### src/rtl/display_7seg_scanner_if.sv
// Signal bundle between the display-source logic and the 7-segment scanner.
// master = source of the display word, slave = scanner driving the board pins.
interface display_7seg_scanner_if;
  logic [31:0] to_display;
  logic [7:0]  dp_mask;
  logic [7:0]  anodes;
  logic [6:0]  segments;
  logic        dp;

  modport master (output to_display, dp_mask, input anodes, segments, dp);
  modport slave  (input to_display, dp_mask, output anodes, segments, dp);
endinterface

### src/rtl/display_7seg_scanner.sv
// Time-multiplexed 8-digit 7-segment scanner with a wrap-aligned shadow copy of the input word.
// Optional leading-zero blanking is enabled by defining LEADING_ZERO_BLANK_EN.
module display_7seg_scanner #(
  parameter int unsigned REFRESH_DIV = 100_000,
  parameter int unsigned NUM_DIGITS  = 8
) (
  input  logic                  clk,
  input  logic                  reset,
  display_7seg_scanner_if.slave bus
);

  localparam int unsigned CNT_W = (REFRESH_DIV > 2) ? $clog2(REFRESH_DIV) : 1;
  localparam logic [CNT_W-1:0] CNT_MAX = CNT_W'(REFRESH_DIV - 1);
  localparam logic [2:0]       IDX_MAX = 3'(NUM_DIGITS - 1);

  logic [CNT_W-1:0] cnt_q, cnt_d;
  logic [2:0]       idx_q, idx_d;
  logic [31:0]      shadow_q, shadow_d;
  logic [7:0]       dp_sh_q, dp_sh_d;
  logic             load_pend_q, load_pend_d;
  logic [7:0]       anodes_q, anodes_d;
  logic [6:0]       segments_q, segments_d;
  logic             dp_q, dp_d;

  logic             last_slot;
  logic             capture;
  logic [3:0]       nibble;

  function automatic logic [6:0] glyph(input logic [3:0] v);
    case (v)
      4'h0: glyph = 7'h40;  4'h1: glyph = 7'h79;  4'h2: glyph = 7'h24;  4'h3: glyph = 7'h30;
      4'h4: glyph = 7'h19;  4'h5: glyph = 7'h12;  4'h6: glyph = 7'h02;  4'h7: glyph = 7'h78;
      4'h8: glyph = 7'h00;  4'h9: glyph = 7'h10;  4'hA: glyph = 7'h08;  4'hB: glyph = 7'h03;
      4'hC: glyph = 7'h46;  4'hD: glyph = 7'h21;  4'hE: glyph = 7'h06;  default: glyph = 7'h0E;
    endcase
  endfunction

`ifdef LEADING_ZERO_BLANK_EN
  logic [2:0] msd;
`endif

  // NOTE: every next-state value gets a default on each path through this block, so no latches form.
  always_comb begin
    last_slot = (cnt_q == CNT_MAX);
    cnt_d     = last_slot ? '0 : cnt_q + CNT_W'(1);
    idx_d     = idx_q;
    if (last_slot) idx_d = (idx_q == IDX_MAX) ? 3'd0 : idx_q + 3'd1;

    // Input is only sampled once per full scan so a digit never mixes old and new words.
    capture     = load_pend_q || (last_slot && (idx_q == IDX_MAX));
    shadow_d    = capture ? bus.to_display : shadow_q;
    dp_sh_d     = capture ? bus.dp_mask    : dp_sh_q;
    load_pend_d = 1'b0;

    nibble     = shadow_q[{idx_q, 2'b00} +: 4];
    anodes_d   = ~(8'b1 << idx_q);
    segments_d = glyph(nibble);
    dp_d       = ~dp_sh_q[idx_q];

`ifdef LEADING_ZERO_BLANK_EN
    msd = 3'd0;
    for (int k = 0; k < 8; k++) begin
      if (shadow_q[4*k +: 4] != 4'h0) msd = 3'(k);
    end
    if (idx_q > msd) begin
      anodes_d   = 8'hFF;
      segments_d = 7'h7F;
      dp_d       = 1'b1;
    end
`endif
  end

  // NOTE: sequential state uses non-blocking assignments only; the shadow is a register, not a memory, so it is reset.
  always_ff @(posedge clk) begin
    if (reset) begin
      cnt_q       <= '0;
      idx_q       <= 3'd0;
      shadow_q    <= 32'h0;
      dp_sh_q     <= 8'h0;
      load_pend_q <= 1'b1;
      anodes_q    <= 8'hFF;
      segments_q  <= 7'h7F;
      dp_q        <= 1'b1;
    end else begin
      cnt_q       <= cnt_d;
      idx_q       <= idx_d;
      shadow_q    <= shadow_d;
      dp_sh_q     <= dp_sh_d;
      load_pend_q <= load_pend_d;
      anodes_q    <= anodes_d;
      segments_q  <= segments_d;
      dp_q        <= dp_d;
    end
  end

  assign bus.anodes   = anodes_q;
  assign bus.segments = segments_q;
  assign bus.dp       = dp_q;

endmodule
### src/flat_wrapper.sv
// flat-port wrapper written by rule: the top's interface ports become plain ports
module display_7seg_scanner_flat 
#(
  parameter int unsigned REFRESH_DIV = 100_000,
  parameter int unsigned NUM_DIGITS  = 8
)
  (clk, reset, bus_to_display, bus_dp_mask, bus_anodes, bus_segments, bus_dp);
  display_7seg_scanner_if bus_i ();
  input  logic clk;
  input  logic reset;
  input wire logic [$bits(bus_i.to_display)-1:0] bus_to_display;
  input wire logic [$bits(bus_i.dp_mask)-1:0] bus_dp_mask;
  output wire logic [$bits(bus_i.anodes)-1:0] bus_anodes;
  output wire logic [$bits(bus_i.segments)-1:0] bus_segments;
  output wire logic [$bits(bus_i.dp)-1:0] bus_dp;
  assign bus_i.to_display = bus_to_display;
  assign bus_i.dp_mask = bus_dp_mask;
  assign bus_anodes = bus_i.anodes;
  assign bus_segments = bus_i.segments;
  assign bus_dp = bus_i.dp;
  display_7seg_scanner #(.REFRESH_DIV(REFRESH_DIV), .NUM_DIGITS(NUM_DIGITS)) u_core (.clk(clk), .reset(reset), .bus(bus_i));
endmodule
### config.mk
export PLATFORM = sky130hd
export DESIGN_NAME = display_7seg_scanner_flat
export DESIGN_NICKNAME = d
export VERILOG_FILES = /design/src/rtl/display_7seg_scanner_if.sv /design/src/rtl/display_7seg_scanner.sv /design/src/flat_wrapper.sv
export SDC_FILE = /design/constraint.sdc
export NUM_CORES = 1
export LEC_CHECK = 0
export CAP_MARGIN = 0
export CORE_MARGIN = 1.5
export CORE_UTILIZATION = 55
export DETAILED_ROUTE_END_ITERATION = 7
export DONT_BUFFER_PORTS = 1
export PLACE_DENSITY = 0.67
export SYNTH_ARGS = -nofsm -noshare
export SYNTH_HDL_FRONTEND = slang
export SYNTH_SLANG_ARGS = --single-unit
### constraint.sdc
create_clock -name clk -period 4.84 [get_ports clk]
set_input_delay 1.452 -clock clk [delete_from_list [all_inputs] [get_ports clk]]
set_output_delay 1.452 -clock clk [all_outputs]
set_load 0.01 [all_outputs]
# After elaboration in Yosys (flattened, before gate mapping)
# Memories as Yosys holds them, arrays and structs flattened. A register that Yosys moved wholly into a read port is not among the register bits.
# Cells that the tools add are included.
dict set report totals {
  output_inout_bits 16
  wordCells 24
  in_bits 42
  register_bits 70
  n_memories 1
  mem_bits_ro 112
}
dict set report classes {
  n_shift 2
  mux 4
  eq_ne 2
  n_reduce_logical 3
  bitwise_logic 2
  magnitude_cmp 1
  add_sub_neg 2
}
# memory depth width read_ports rd_ports_with_merged_regs wr line_no
set mem_list {}
lappend mem_list {{(no name shown)} 16 7 1 1 0 display_7seg_scanner.sv:30} ;# case (v)
# cell count
set ops {}
lappend ops {{$shiftx A32 B6 Y4} 1}
lappend ops {{$add A17 B1 Y17 const B} 1}
lappend ops {{$eq A17 B17 Y1 const B} 1}
lappend ops {{$not A8 Y8} 1}
lappend ops {{$shl A1 B3 Y8 const A} 1}
lappend ops {{$lt A3 B4 Y1 const B} 1}
lappend ops {{$add A3 B1 Y3 const B} 1}
lappend ops {{$bmux W1 S3} 1}
lappend ops {{$eq A3 B3 Y1 const B} 1}
lappend ops {{$mux W3} 1}
lappend ops {{$mux W1} 2}
lappend ops {{$reduce_or A2 Y1} 1}
lappend ops {{$logic_and A1 B1 Y1} 1}
lappend ops {{$logic_or A1 B1 Y1} 1}
lappend ops {{$not A1 Y1} 1}

# Depth between registers and ports, before layout
# Gate-level depths: netlist (run 1).
dict set report depth {
  word_depth 3
  ltp_mapped 9
  mapped_depth_nobuf 7
}

# Worst setup path before layout (run 1)
# OpenSTA, ideal clock, no wires.
dict set report synth_timing {
  path_kind {register to register}
  startpoint {register u_core.idx_q[0]}
  endpoint {register u_core.segments_q[2], in the netlist u_core.bus.segments[2]}
  n_path_buf 2
  setup_ns 0.123
  slack_ns 2.417
  stages_incl_launch_ff 9
  arrival_ns 2.300
  period_less_slack_ns 2.423
  required_time_ns 4.717
  cell_sequence {dfxtp_1 buf_6 buf_12 mux4_1 mux2i_1 inv_1 ha_1 a21boi_0 a221o_2}
}
dict set report synth_between {
  elab_chain_cells 1
}
# element line_no
set synth_rtl {}
lappend synth_rtl {{start, declared} display_7seg_scanner.sv:17} ;# logic [2:0] idx_q, idx_d;
lappend synth_rtl {{start signal, assigned} display_7seg_scanner.sv:86} ;# idx_q <= idx_d;
lappend synth_rtl {{$shiftx A32 B6 Y4} display_7seg_scanner.sv:55} ;# nibble = shadow_q[{idx_q, 2'b00} +: 4];
lappend synth_rtl {{end, declared} display_7seg_scanner.sv:22} ;# logic [6:0] segments_q, segments_d;
# No other way between the ends.
# A chain may end at the register's enable or synchronous reset.

# Worst setup path after layout (run 1)
dict set report layout_timing {
  startpoint {register u_core.idx_q[0]}
  endpoint {register u_core.segments_q[5], in the netlist u_core.bus.segments[5]}
}
# The elaborated chain is that of the path after synthesis.

==> results of run 1 <==
-- cell families (layout without fill, tap and decap cells) --
| family | after synthesis | in the layout | synth area share |
|---|---|---|---|
| AO/OA/AOI/OAI | 62 | 62 | 0.107 |
| XOR/XNOR | 16 | 16 | 0.0422 |
| adder cells (fa/ha/maj) | 12 | 12 | 0.0452 |
| buffers and inverters | 32 | 26 | 0.0475 |
| flip-flops | 77 | 77 | 0.464 |
| multiplexers | 16 | 16 | 0.0893 |
| AND/OR/NAND/NOR | 159 | 159 | 0.205 |
-- metal layers --
| metal | global-route usage | up-vias |
|---|---|---|
| met1 | 0.273 | 1093 |
| met2 | 0.313 | 54 |
| met4 | 0.103 | 0 |
| met5 | 0 | - |
| met3 | 0.0625 | 13 |
| li1 | - | 1235 |
-- critical path: cells and delay by family (launching register included) --
family                   cells  cell delay (ns)
AO/OA/AOI/OAI                2             0.40
multiplexers                 2             1.08
AND/OR/NAND/NOR              1             0.10
adder cells (fa/ha/maj)      1             0.24
buffers and inverters        1             0.16
flip-flops                   1             0.82
-- state kept, by name (all words and copies together) (netlist names) --
register             count
u_core.idx_q             3
u_core.shadow_q         32
u_core.bus.dp            1
u_core.load_pend_q       1
u_core.bus.anodes        8
u_core.dp_sh_q           8
u_core.cnt_q            17
u_core.bus.segments      7
-- layout by cell type, fill, tap and decap left out, types with 3 or more instances in the layout --
cell and instances:
sky130_fd_sc_hd__a21oi_1 43, sky130_fd_sc_hd__and3_1 3, sky130_fd_sc_hd__clkbuf_8 10, sky130_fd_sc_hd__dfxtp_1 77, sky130_fd_sc_hd__ha_1 12, sky130_fd_sc_hd__inv_1 8
sky130_fd_sc_hd__mux2i_1 6, sky130_fd_sc_hd__mux4_1 6, sky130_fd_sc_hd__nand2_1 94, sky130_fd_sc_hd__nand2b_1 3, sky130_fd_sc_hd__nand3_1 10, sky130_fd_sc_hd__nor2_1 29
sky130_fd_sc_hd__nor2b_1 5, sky130_fd_sc_hd__nor4_1 4, sky130_fd_sc_hd__o21ai_0 6, sky130_fd_sc_hd__xnor2_1 8, sky130_fd_sc_hd__xor2_1 8
-- layout make-up --
cell class              count  area share
multi-input cells         265       0.466
clock buffers              12      0.0415
repair buffers              2     0.00429
clock inverters             2      0.0100
well taps                  75      0.0268
flip-flops and latches     77       0.441
inverters                  10      0.0107
-- power breakdown --
| part | total (W) | internal (W) | switching, W |
|---|---|---|---|
| Combinational | 0.0000685 | 0.0000296 | 0.0000389 |
| Clock | 0.000458 | 0.000246 | 0.000212 |
| Sequential | 0.000678 | 0.000661 | 0.0000175 |
| Total | 0.00121 | 0.000937 | 0.000268 |
-- stage by stage --
stage                     area [um^2]  hold slack, ns  setup WS, ns   util  instances
after detailed placement         3320           0.437          1.92  0.564        429
after CTS                        3500           0.447          1.91  0.594        443
after global routing             3500           0.463          1.69  0.594        443
final                            3500           0.446          1.92  0.594        443
after floorplan                  3320           0.417          2.42      -        374
after global placement           3320           0.432          2.04  0.564        429
-- final timing paths --
| kind | slack [ns] | start | depth (start not counted) | to |
|---|---|---|---|---|
| setup / recovery | 1.92 | u_core.idx_q[0]$_SDFFE_PP0P_ | 7 | u_core.bus.segments[5]$_SDFF_PP1_ |
| hold / removal | 0.45 | u_core.shadow_q[19]$_SDFFE_PP0P_ | 2 | u_core.shadow_q[19]$_SDFFE_PP0P_ |
| setup reg to reg | 1.92 | u_core.idx_q[0]$_SDFFE_PP0P_ | 7 | u_core.bus.segments[5]$_SDFF_PP1_ |
| hold reg to reg | 0.45 | u_core.shadow_q[19]$_SDFFE_PP0P_ | 2 | u_core.shadow_q[19]$_SDFFE_PP0P_ |
==> out/metrics.json, run 1 <==
{
  "design.portCount": {"value": 58},
  "route.final.wire_length": {"value": 6220, "unit": "um"},
  "cp_slowest_cell": {"value": "sky130_fd_sc_hd__dfxtp_1"},
  "met1Wirelength": {"value": 2950, "unit": "um"},
  "critical_path.endpoint_type": {"value": "flip-flop"},
  "p_per_area": {"value": 345, "unit": "nW/um^2"},
  "final_layout_size_suffix_gt1_frac": {"value": 0.0625},
  "placeableCoreArea": {"value": 5890, "unit": "um^2"},
  "post_synth_instance_area": {"value": 3320, "unit": "um^2"},
  "leakagePower": {"value": 1.34, "unit": "nW"},
  "portBuffers": {"value": 0},
  "dr.first_iter.drc_count": {"value": 87},
  "totalPowerFinal": {"value": 0.00121, "unit": "W"},
  "crit_path_max_incr_delay": {"value": 0.82, "unit": "ns"},
  "timing.final.crit_share": {"value": 0.604},
  "critical_path_arrival": {"value": 3.15, "unit": "ns"},
  "cts_hold_buffers": {"value": 0},
  "globalplace.congestion": {"value": 0.764},
  "fmax": {"value": 342, "unit": "MHz"},
  "track_usage": {"value": 0.209},
  "dieArea": {"value": 6510, "unit": "um^2"},
  "critical_setup_path_kind": {"value": "reg2reg"},
  "detailroute.wirelength.met3": {"value": 316, "unit": "um"},
  "number_of_buffers_inserted_by_post_cts_setup_repair": {"value": 0},
  "synth_cell_type_count": {"value": 47},
  "post-synth-top-area-fraction": {"value": 0.464},
  "cts_sinks": {"value": 77},
  "cts_repair_resize_count": {"value": 0},
  "skew": {"value": 0.00777, "unit": "ns"},
  "synth.avg_cell_area": {"value": 8.88, "unit": "um^2"},
  "synth_enable_flop_cells": {"value": 0},
  "area_growth": {"value": 5.31, "unit": "%"},
  "grt_first_pass_wirelength": {"value": 10200, "unit": "um"},
  "synth.ff_latch_count": {"value": 77},
  "synth.most_common_cell": {"value": "sky130_fd_sc_hd__nand2_1"},
  "final.fill_count": {"value": 567},
  "detailed_route_via_count": {"value": 2395},
  "irDropWorstVdd": {"value": 0.000230, "unit": "V"},
  "insertedDiodeCount": {"value": 0},
  "critical_path_data_required_time": {"value": 5.07, "unit": "ns"},
  "synth_top_cell_by_area": {"value": "sky130_fd_sc_hd__dfxtp_1"},
  "crit_chain": {"value": "mux4_1, mux2i_1, inv_1, ha_1, nand3_1, o21ai_0, a221o_1"},
  "cts_root_buf": {"value": "sky130_fd_sc_hd__clkbuf_8"},
  "chipWidth": {"value": 80.7, "unit": "um"},
  "asyncSetResetFlopFracSynth": {"value": 0},
  "run_status": {"value": "finished clean"},
  "period_needed": {"value": 2.92, "unit": "ns"},
  "crit_path_max_fanout": {"value": 16},
  "grt_start_max_net_pins": {"value": 62},
  "worst_slew_pin_slew": {"value": 0.763, "unit": "ns"},
  "route.detailed.vias_per_inst": {"value": 5.41},
  "postSynth.topFlopCell": {"value": "sky130_fd_sc_hd__dfxtp_1"},
  "top_layer": {"value": "met4"},
  "setup_repair_after_global_routing_missed_its_margin": {"value": "false"},
  "cts_buffer_depth": {"value": 2},
  "syn_inst": {"value": 374},
  "dieHeight": {"value": 80.7, "unit": "um"},
  "cts_tree": {"value": "yes"},
  "number_of_warnings_issued_by_yosys": {"value": 0},
  "clock_latency_at_the_later_pin_of_the_worst_skew_pair": {"value": 0.34, "unit": "ns"},
  "syn_nets": {"value": 428},
  "maxCapViolations": {"value": 0},
  "clk_pin_slew_worst_paths": {"value": 0.07, "unit": "ns"},
  "met2RoutedLength": {"value": 2790, "unit": "um"},
  "ctsHtreeMaxLevel": {"value": 3},
  "floorplan.initialDensity": {"value": 0.564},
  "seq_area_frac_synth": {"value": 0.464},
  "finalNetCount": {"value": 419},
  "antenna_found_initial": {"value": 0},
  "yosys-top-cells-area": {"value": "sky130_fd_sc_hd__dfxtp_1 46%, sky130_fd_sc_hd__nand2_1 11%, sky130_fd_sc_hd__a21oi_1 6.5%"},
  "maxSlewViolCount": {"value": 0},
  "final_hold_viol_count": {"value": 0},
  "crit_path_start_kind": {"value": "flip-flop"},
  "cts_buffers": {"value": 9},
  "finalSetupViolations": {"value": 0},
  "post_synth_most_frequent_cells": {"value": "94 x sky130_fd_sc_hd__nand2_1, 77 x sky130_fd_sc_hd__dfxtp_1, 43 x sky130_fd_sc_hd__a21oi_1"},
  "grt_remaining_overflow": {"value": 0},
  "hpwl": {"value": 4200, "unit": "um"},
  "multi_input_area": {"value": 1630, "unit": "um^2"},
  "drtAntennaViolNets": {"value": 0},
  "max_slew_headroom": {"value": 0.491},
  "post_drt_wl_per_cell": {"value": 14.0, "unit": "um"},
  "route.detailed.drc": {"value": 0},
  "number_of_global_route_vias_before_repair": {"value": 2205},
  "setup_tns": {"value": 0, "unit": "ns"},
  "layout.area.seq": {"value": 1540, "unit": "um^2"},
  "worst_hold_check_path_type": {"value": "reg2reg"},
  "row_count": {"value": 28},
  "drt_pre_antenna_iters": {"value": 4}
}
Note: power is estimated with default switching activity, not from simulation.
==> run 2: changes to the inputs <==
Settings changed: PLACE_DENSITY 0.67 to 0.7.
Clock period 4.84 ns to 2.4 ns, I/O delays scaled along.
==> out/metrics.json, run 2 (synthesis results as in run 1) <==
{
  "run_status": {"value": "finished clean"},
  "largest_register": {"value": "u_core.shadow_q"},
  "timing.final.crit_share": {"value": 0.911},
  "dieHeight": {"value": 80.7, "unit": "um"},
  "most_common_cell_after_layout_fill_and_taps_aside": {"value": "sky130_fd_sc_hd__nand2_1"},
  "leakagePower": {"value": 1.38, "unit": "nW"},
  "route.detailed.vias_per_inst": {"value": 5.34},
  "globalplace.congestion": {"value": 0.782},
  "final_layout_size_suffix_gt1_frac": {"value": 0.0875},
  "number_of_global_route_vias_before_repair": {"value": 2158},
  "largestRegisters": {"value": "u_core.shadow_q: 32 flops, u_core.cnt_q: 17 flops"},
  "critical_setup_path_kind": {"value": "reg2reg"},
  "critical_path.endpoint_type": {"value": "flip-flop"},
  "finalSetupViolations": {"value": 0},
  "cts_hold_buffers": {"value": 0},
  "route.detailed.drc": {"value": 0},
  "cts_repair_resize_count": {"value": 0},
  "grt_start_max_net_pins": {"value": 62},
  "clock_latency_at_the_later_pin_of_the_worst_skew_pair": {"value": 0.35, "unit": "ns"},
  "totalPowerFinal": {"value": 0.00247, "unit": "W"},
  "chipWidth": {"value": 80.7, "unit": "um"},
  "detailed_route_via_count": {"value": 2413},
  "crit_chain": {"value": "mux4_1, mux2i_2, inv_1, ha_1, a21boi_0, a221o_2"},
  "portBuffers": {"value": 0},
  "cts_tree": {"value": "yes"},
  "design.portCount": {"value": 58},
  "number_of_buffers_inserted_by_post_cts_setup_repair": {"value": 0},
  "worst_hold_check_path_type": {"value": "in2reg"},
  "floorplan.initialDensity": {"value": 0.564},
  "setup_repair_after_global_routing_missed_its_margin": {"value": "false"},
  "final_hold_viol_count": {"value": 0},
  "area_growth": {"value": 7.76, "unit": "%"},
  "finalNetCount": {"value": 426},
  "period_needed": {"value": 2.19, "unit": "ns"},
  "fmax": {"value": 457, "unit": "MHz"},
  "cp_slowest_cell": {"value": "sky130_fd_sc_hd__mux4_1"},
  "crit_path_max_incr_delay": {"value": 0.59, "unit": "ns"},
  "skew": {"value": 0.00932, "unit": "ns"},
  "number_of_flip_flops_under_the_largest_register_name": {"value": 32},
  "cts_buffer_depth": {"value": 2},
  "max_slew_headroom": {"value": 0.599},
  "critical_path_data_required_time": {"value": 2.63, "unit": "ns"},
  "fin_worst_hold_slack": {"value": 0.397, "unit": "ns"},
  "dr.first_iter.drc_count": {"value": 91},
  "grt_remaining_overflow": {"value": 0},
  "ctsHtreeMaxLevel": {"value": 3},
  "hpwl": {"value": 4280, "unit": "um"},
  "worst_slew_pin_slew": {"value": 0.596, "unit": "ns"},
  "grt_first_pass_wirelength": {"value": 9950, "unit": "um"},
  "insertedDiodeCount": {"value": 0},
  "crit_path_max_fanout": {"value": 5},
  "setup_tns": {"value": 0, "unit": "ns"},
  "dieArea": {"value": 6510, "unit": "um^2"},
  "cts_buffers": {"value": 9},
  "maxCapViolations": {"value": 0},
  "drt_pre_antenna_iters": {"value": 4},
  "cts_root_buf": {"value": "sky130_fd_sc_hd__clkbuf_8"},
  "antenna_found_initial": {"value": 0},
  "post_drt_wl_per_cell": {"value": 13.6, "unit": "um"},
  "placeableCoreArea": {"value": 5890, "unit": "um^2"},
  "critical_path_arrival": {"value": 2.42, "unit": "ns"},
  "drtAntennaViolNets": {"value": 0},
  "crit_path_start_kind": {"value": "flip-flop"},
  "irDropWorstVdd": {"value": 0.000428, "unit": "V"},
  "clk_pin_slew_worst_paths": {"value": 0.07, "unit": "ns"},
  "maxSlewViolCount": {"value": 0},
  "p_per_area": {"value": 691, "unit": "nW/um^2"},
  "route.final.wire_length": {"value": 6140, "unit": "um"},
  "most-common-layout-cells": {"value": "94 x sky130_fd_sc_hd__nand2_1, 77 x sky130_fd_sc_hd__dfxtp_1, 43 x sky130_fd_sc_hd__a21oi_1, 29 x sky130_fd_sc_hd__nor2_1, 12 x sky130_fd_sc_hd__ha_1"},
  "row_count": {"value": 28},
  "cts_sinks": {"value": 77},
  "track_usage": {"value": 0.206}
}
run 2: per-layer routing:
layer,wire (um),part of all wire,vias to the layer above,global-route usage
met5,0,0,-,0
met4,163,0.027,0,0.119
met3,273,0.044,14,0.0511
met2,2760,0.45,52,0.319
met1,2950,0.48,1092,0.261
li1,-,-,1255,-
run 2: critical path: cells and delay by family, from the launching register on:
family | cells | cell delay (ns)
AOI/OAI and AO/OA | 2 | 0.56
muxes | 2 | 0.77
adders and majority gates | 1 | 0.21
DFF | 1 | 0.42
buffers and inverters | 1 | 0.10
run 2: area by class of cell:
| cell class | count | area [um^2] |
|---|---|---|
| clock buffers | 12 | 145 |
| clock inverters | 4 | 47.5 |
| fillers | 521 | 2310 |
| inverters | 10 | 37.5 |
| multi-input cells | 265 | 1630 |
| flip-flops and latches | 77 | 1540 |
| well taps | 75 | 93.8 |
| repair buffers | 9 | 80.1 |
run 2: path summary, 6_finish.rpt:
check / startpoint / endpoint / slack (ns) / cells past startpoint
worst min register to register: u_core.shadow_q[20]$_SDFFE_PP0P_ / u_core.shadow_q[20]$_SDFFE_PP0P_ / 0.44 / 2
worst max register to register: u_core.idx_q[0]$_SDFFE_PP0P_ / u_core.bus.segments[2]$_SDFF_PP1_ / 0.21 / 6
worst max-delay path: u_core.idx_q[0]$_SDFFE_PP0P_ / u_core.bus.segments[2]$_SDFF_PP1_ / 0.21 / 6
worst min-delay path: reset / u_core.load_pend_q$_DFF_P_ / 0.40 / 0
run 2: report_power, final:
part | internal (W) | switching (W) | total (W)
sequential | 0.00133 | 0.0000335 | 0.00137
clock | 0.000506 | 0.000454 | 0.000960
combinational | 0.0000659 | 0.0000813 | 0.000147
run 2: per-stage QoR:
step	area, um^2	util	std cells	setup WS, ns
6_report	3580	0.608	452	0.213
5_1_grt	3580	0.608	452	0.0847
4_1_cts	3580	0.608	452	0.224
3_5_place_dp	3390	0.575	436	0.239
3_3_place_gp	3390	0.575	436	0.283
2_1_floorplan	3320	-	374	0.0250
==> run 3: changes to the inputs <==
--- a/config.mk
+++ b/config.mk
@@ -12,3 +12,3 @@
 export DONT_BUFFER_PORTS = 1
-export PLACE_DENSITY = 0.7
+export PLACE_DENSITY = 0.67
 export SYNTH_ARGS = -nofsm -noshare
==> constraint.sdc (replaced) <==
create_clock -name clk -period 2.64 [get_ports clk]
set_input_delay 0.792 -clock clk [delete_from_list [all_inputs] [get_ports clk]]
set_output_delay 0.792 -clock clk [all_outputs]
set_load 0.005 [all_outputs]
==> out/metrics.json, run 3 (synthesis results as in run 1) <==
{
  "fin_worst_hold_slack": {"value": 0.445, "unit": "ns"},
  "hold_path_startpoint": {"value": "u_core.cnt_q[0]$_SDFF_PP0_"},
  "dr.first_iter.drc_count": {"value": 97},
  "route.detailed.vias_per_inst": {"value": 5.37},
  "critical_path_arrival": {"value": 2.63, "unit": "ns"},
  "route.final.wire_length": {"value": 6340, "unit": "um"},
  "cts_hold_buffers": {"value": 0},
  "crit_path_max_fanout": {"value": 9},
  "number_of_flip_flops_under_the_largest_register_name": {"value": 32},
  "most_common_cell_after_layout_fill_and_taps_aside": {"value": "sky130_fd_sc_hd__nand2_1"},
  "most-common-layout-cells": {"value": "94 x sky130_fd_sc_hd__nand2_1, 77 x sky130_fd_sc_hd__dfxtp_1, 43 x sky130_fd_sc_hd__a21oi_1, 29 x sky130_fd_sc_hd__nor2_1, 12 x sky130_fd_sc_hd__ha_1"},
  "final_hold_viol_count": {"value": 0},
  "cts_tree": {"value": "yes"},
  "drtAntennaViolNets": {"value": 0},
  "maxCapViolations": {"value": 0},
  "cts_sinks": {"value": 77},
  "timing.reg2reg.worst_path_depth": {"value": 7},
  "insertedDiodeCount": {"value": 0},
  "number_of_global_route_vias_before_repair": {"value": 2147},
  "final_layout_size_suffix_gt1_frac": {"value": 0.0853},
  "fmax": {"value": 415, "unit": "MHz"},
  "run_status": {"value": "finished clean"},
  "clk_pin_slew_worst_paths": {"value": 0.08, "unit": "ns"},
  "crit_path_start_kind": {"value": "flip-flop"},
  "largestRegisters": {"value": "u_core.shadow_q: 32 flops, u_core.cnt_q: 17 flops"},
  "max_slew_headroom": {"value": 0.623},
  "skew": {"value": 0.00774, "unit": "ns"},
  "detailed_place.area": {"value": 3370, "unit": "um^2"},
  "antenna_found_initial": {"value": 0},
  "worstHoldPathCells": {"value": 1},
  "cts_buffers": {"value": 9},
  "setup_repair_after_global_routing_missed_its_margin": {"value": "false"},
  "cts_buffer_depth": {"value": 2},
  "critical_setup_path_kind": {"value": "reg2reg"},
  "worst_hold_check_path_type": {"value": "reg2reg"},
  "chipWidth": {"value": 80.7, "unit": "um"},
  "route.detailed.drc": {"value": 0},
  "setup_tns": {"value": 0, "unit": "ns"},
  "drt_pre_antenna_iters": {"value": 4},
  "dieHeight": {"value": 80.7, "unit": "um"},
  "dieArea": {"value": 6510, "unit": "um^2"},
  "whs_endpoint": {"value": "u_core.cnt_q[0]$_SDFF_PP0_"},
  "floorplan.initialDensity": {"value": 0.564},
  "portBuffers": {"value": 0},
  "r2r_slack": {"value": 0.23, "unit": "ns"},
  "track_usage": {"value": 0.213},
  "hpwl": {"value": 4320, "unit": "um"},
  "critical_path_data_required_time": {"value": 2.86, "unit": "ns"},
  "grt_start_max_net_pins": {"value": 62},
  "period_needed": {"value": 2.41, "unit": "ns"},
  "critical_path.endpoint_type": {"value": "flip-flop"},
  "leakagePower": {"value": 1.38, "unit": "nW"},
  "worst_r2r_endpoint": {"value": "u_core.bus.segments[3]$_SDFF_PP1_"},
  "row_count": {"value": 28},
  "finalSetupViolations": {"value": 0},
  "finish.instance_area": {"value": 3570, "unit": "um^2"},
  "worst_slew_pin_slew": {"value": 0.566, "unit": "ns"},
  "largest_register": {"value": "u_core.shadow_q"},
  "clock_latency_at_the_later_pin_of_the_worst_skew_pair": {"value": 0.35, "unit": "ns"},
  "globalplace.congestion": {"value": 0.758},
  "area_growth": {"value": 7.61, "unit": "%"},
  "finalNetCount": {"value": 425},
  "design.portCount": {"value": 58},
  "placeableCoreArea": {"value": 5890, "unit": "um^2"},
  "ctsHtreeMaxLevel": {"value": 3},
  "maxSlewViolCount": {"value": 0},
  "grt_first_pass_wirelength": {"value": 10400, "unit": "um"},
  "grt_remaining_overflow": {"value": 0},
  "detailed_route_via_count": {"value": 2416},
  "irDropWorstVdd": {"value": 0.000449, "unit": "V"},
  "timing.final.crit_share": {"value": 0.912},
  "post_drt_wl_per_cell": {"value": 14.1, "unit": "um"},
  "cts_root_buf": {"value": "sky130_fd_sc_hd__clkbuf_8"},
  "critical_path.reg2reg.startpoint": {"value": "u_core.idx_q[0]$_SDFFE_PP0P_"},
  "final.fill_count": {"value": 522},
  "number_of_buffers_inserted_by_post_cts_setup_repair": {"value": 0},
  "p_per_area": {"value": 632, "unit": "nW/um^2"},
  "cts_repair_resize_count": {"value": 0}
}
run 3: cell types whose count changed in the layout (fill, tap and decap cells not counted):
cell,previous run,this run
sky130_fd_sc_hd__buf_4,8,7
sky130_fd_sc_hd__clkbuf_1,2,0
sky130_fd_sc_hd__clkbuf_8,10,11
sky130_fd_sc_hd__mux2i_2,1,0
sky130_fd_sc_hd__mux2i_1,5,6
run 3: final cells by class:
class	instances	area, um^2	area share
multi-input combinational	265	1630	0.456
sequential	77	1540	0.431
clock buffer	11	151	0.0424
tap	75	93.8	0.0263
timing repair buffer	8	72.6	0.0203
clock inverter	4	47.5	0.0133
inverter	10	37.5	0.0105
run 3: how the worst max path moves through the flow:
stage                                       startpoint                           endpoint  slack [ns]  cells after the start
final                     u_core.idx_q[0]$_SDFFE_PP0P_  u_core.bus.segments[3]$_SDFF_PP1_        0.23                      7
after global routing      u_core.idx_q[0]$_SDFFE_PP0P_  u_core.bus.segments[3]$_SDFF_PP1_        0.10                      7
after CTS                 u_core.idx_q[0]$_SDFFE_PP0P_  u_core.bus.segments[3]$_SDFF_PP1_        0.21                      7
after detailed placement  u_core.idx_q[0]$_SDFFE_PP0P_  u_core.bus.segments[2]$_SDFF_PP1_        0.27                      6
after global placement    u_core.idx_q[0]$_SDFFE_PP0P_  u_core.bus.segments[2]$_SDFF_PP1_        0.41                      6
after floorplan           u_core.idx_q[0]$_SDFFE_PP0P_  u_core.bus.segments[2]$_SDFF_PP1_        0.22                      8
run 3: power breakdown:
group / total [W] / leakage, nW / switching (W) / internal, W
clock: 0.000890 / 0.101 / 0.000410 / 0.000480
sequential: 0.00124 / 0.632 / 0.0000257 / 0.00121
combinational: 0.000132 / 0.650 / 0.0000735 / 0.0000586
run 3: worst max-delay path, stage by stage, from the launching register on:
cell                       delay, ns
sky130_fd_sc_hd__dfxtp_1        0.53
sky130_fd_sc_hd__mux4_1         0.62
sky130_fd_sc_hd__mux2i_1        0.22
sky130_fd_sc_hd__inv_1          0.12
sky130_fd_sc_hd__ha_1           0.22
sky130_fd_sc_hd__a21boi_0       0.15
sky130_fd_sc_hd__nor4b_1        0.34
sky130_fd_sc_hd__a21oi_1        0.07
run 3: through the flow:
step	power (W)	utilization	std cells	setup WS [ns]
2_1_floorplan	0.00137	-	374	0.217
3_3_place_gp	0.00139	0.573	435	0.407
3_5_place_dp	0.00140	0.573	435	0.267
4_1_cts	0.00228	0.607	450	0.212
5_1_grt	0.00236	0.607	450	0.102
6_report	0.00226	0.607	450	0.233
run 3: metal layers:
layer  wire length [um]  global-route usage  vias up
li1                   -                   -     1250
met4                 83              0.0741        0
met3                312              0.0739        7
met1               3070               0.286     1110
met5                  0                   0        -
met2               2870               0.319       49
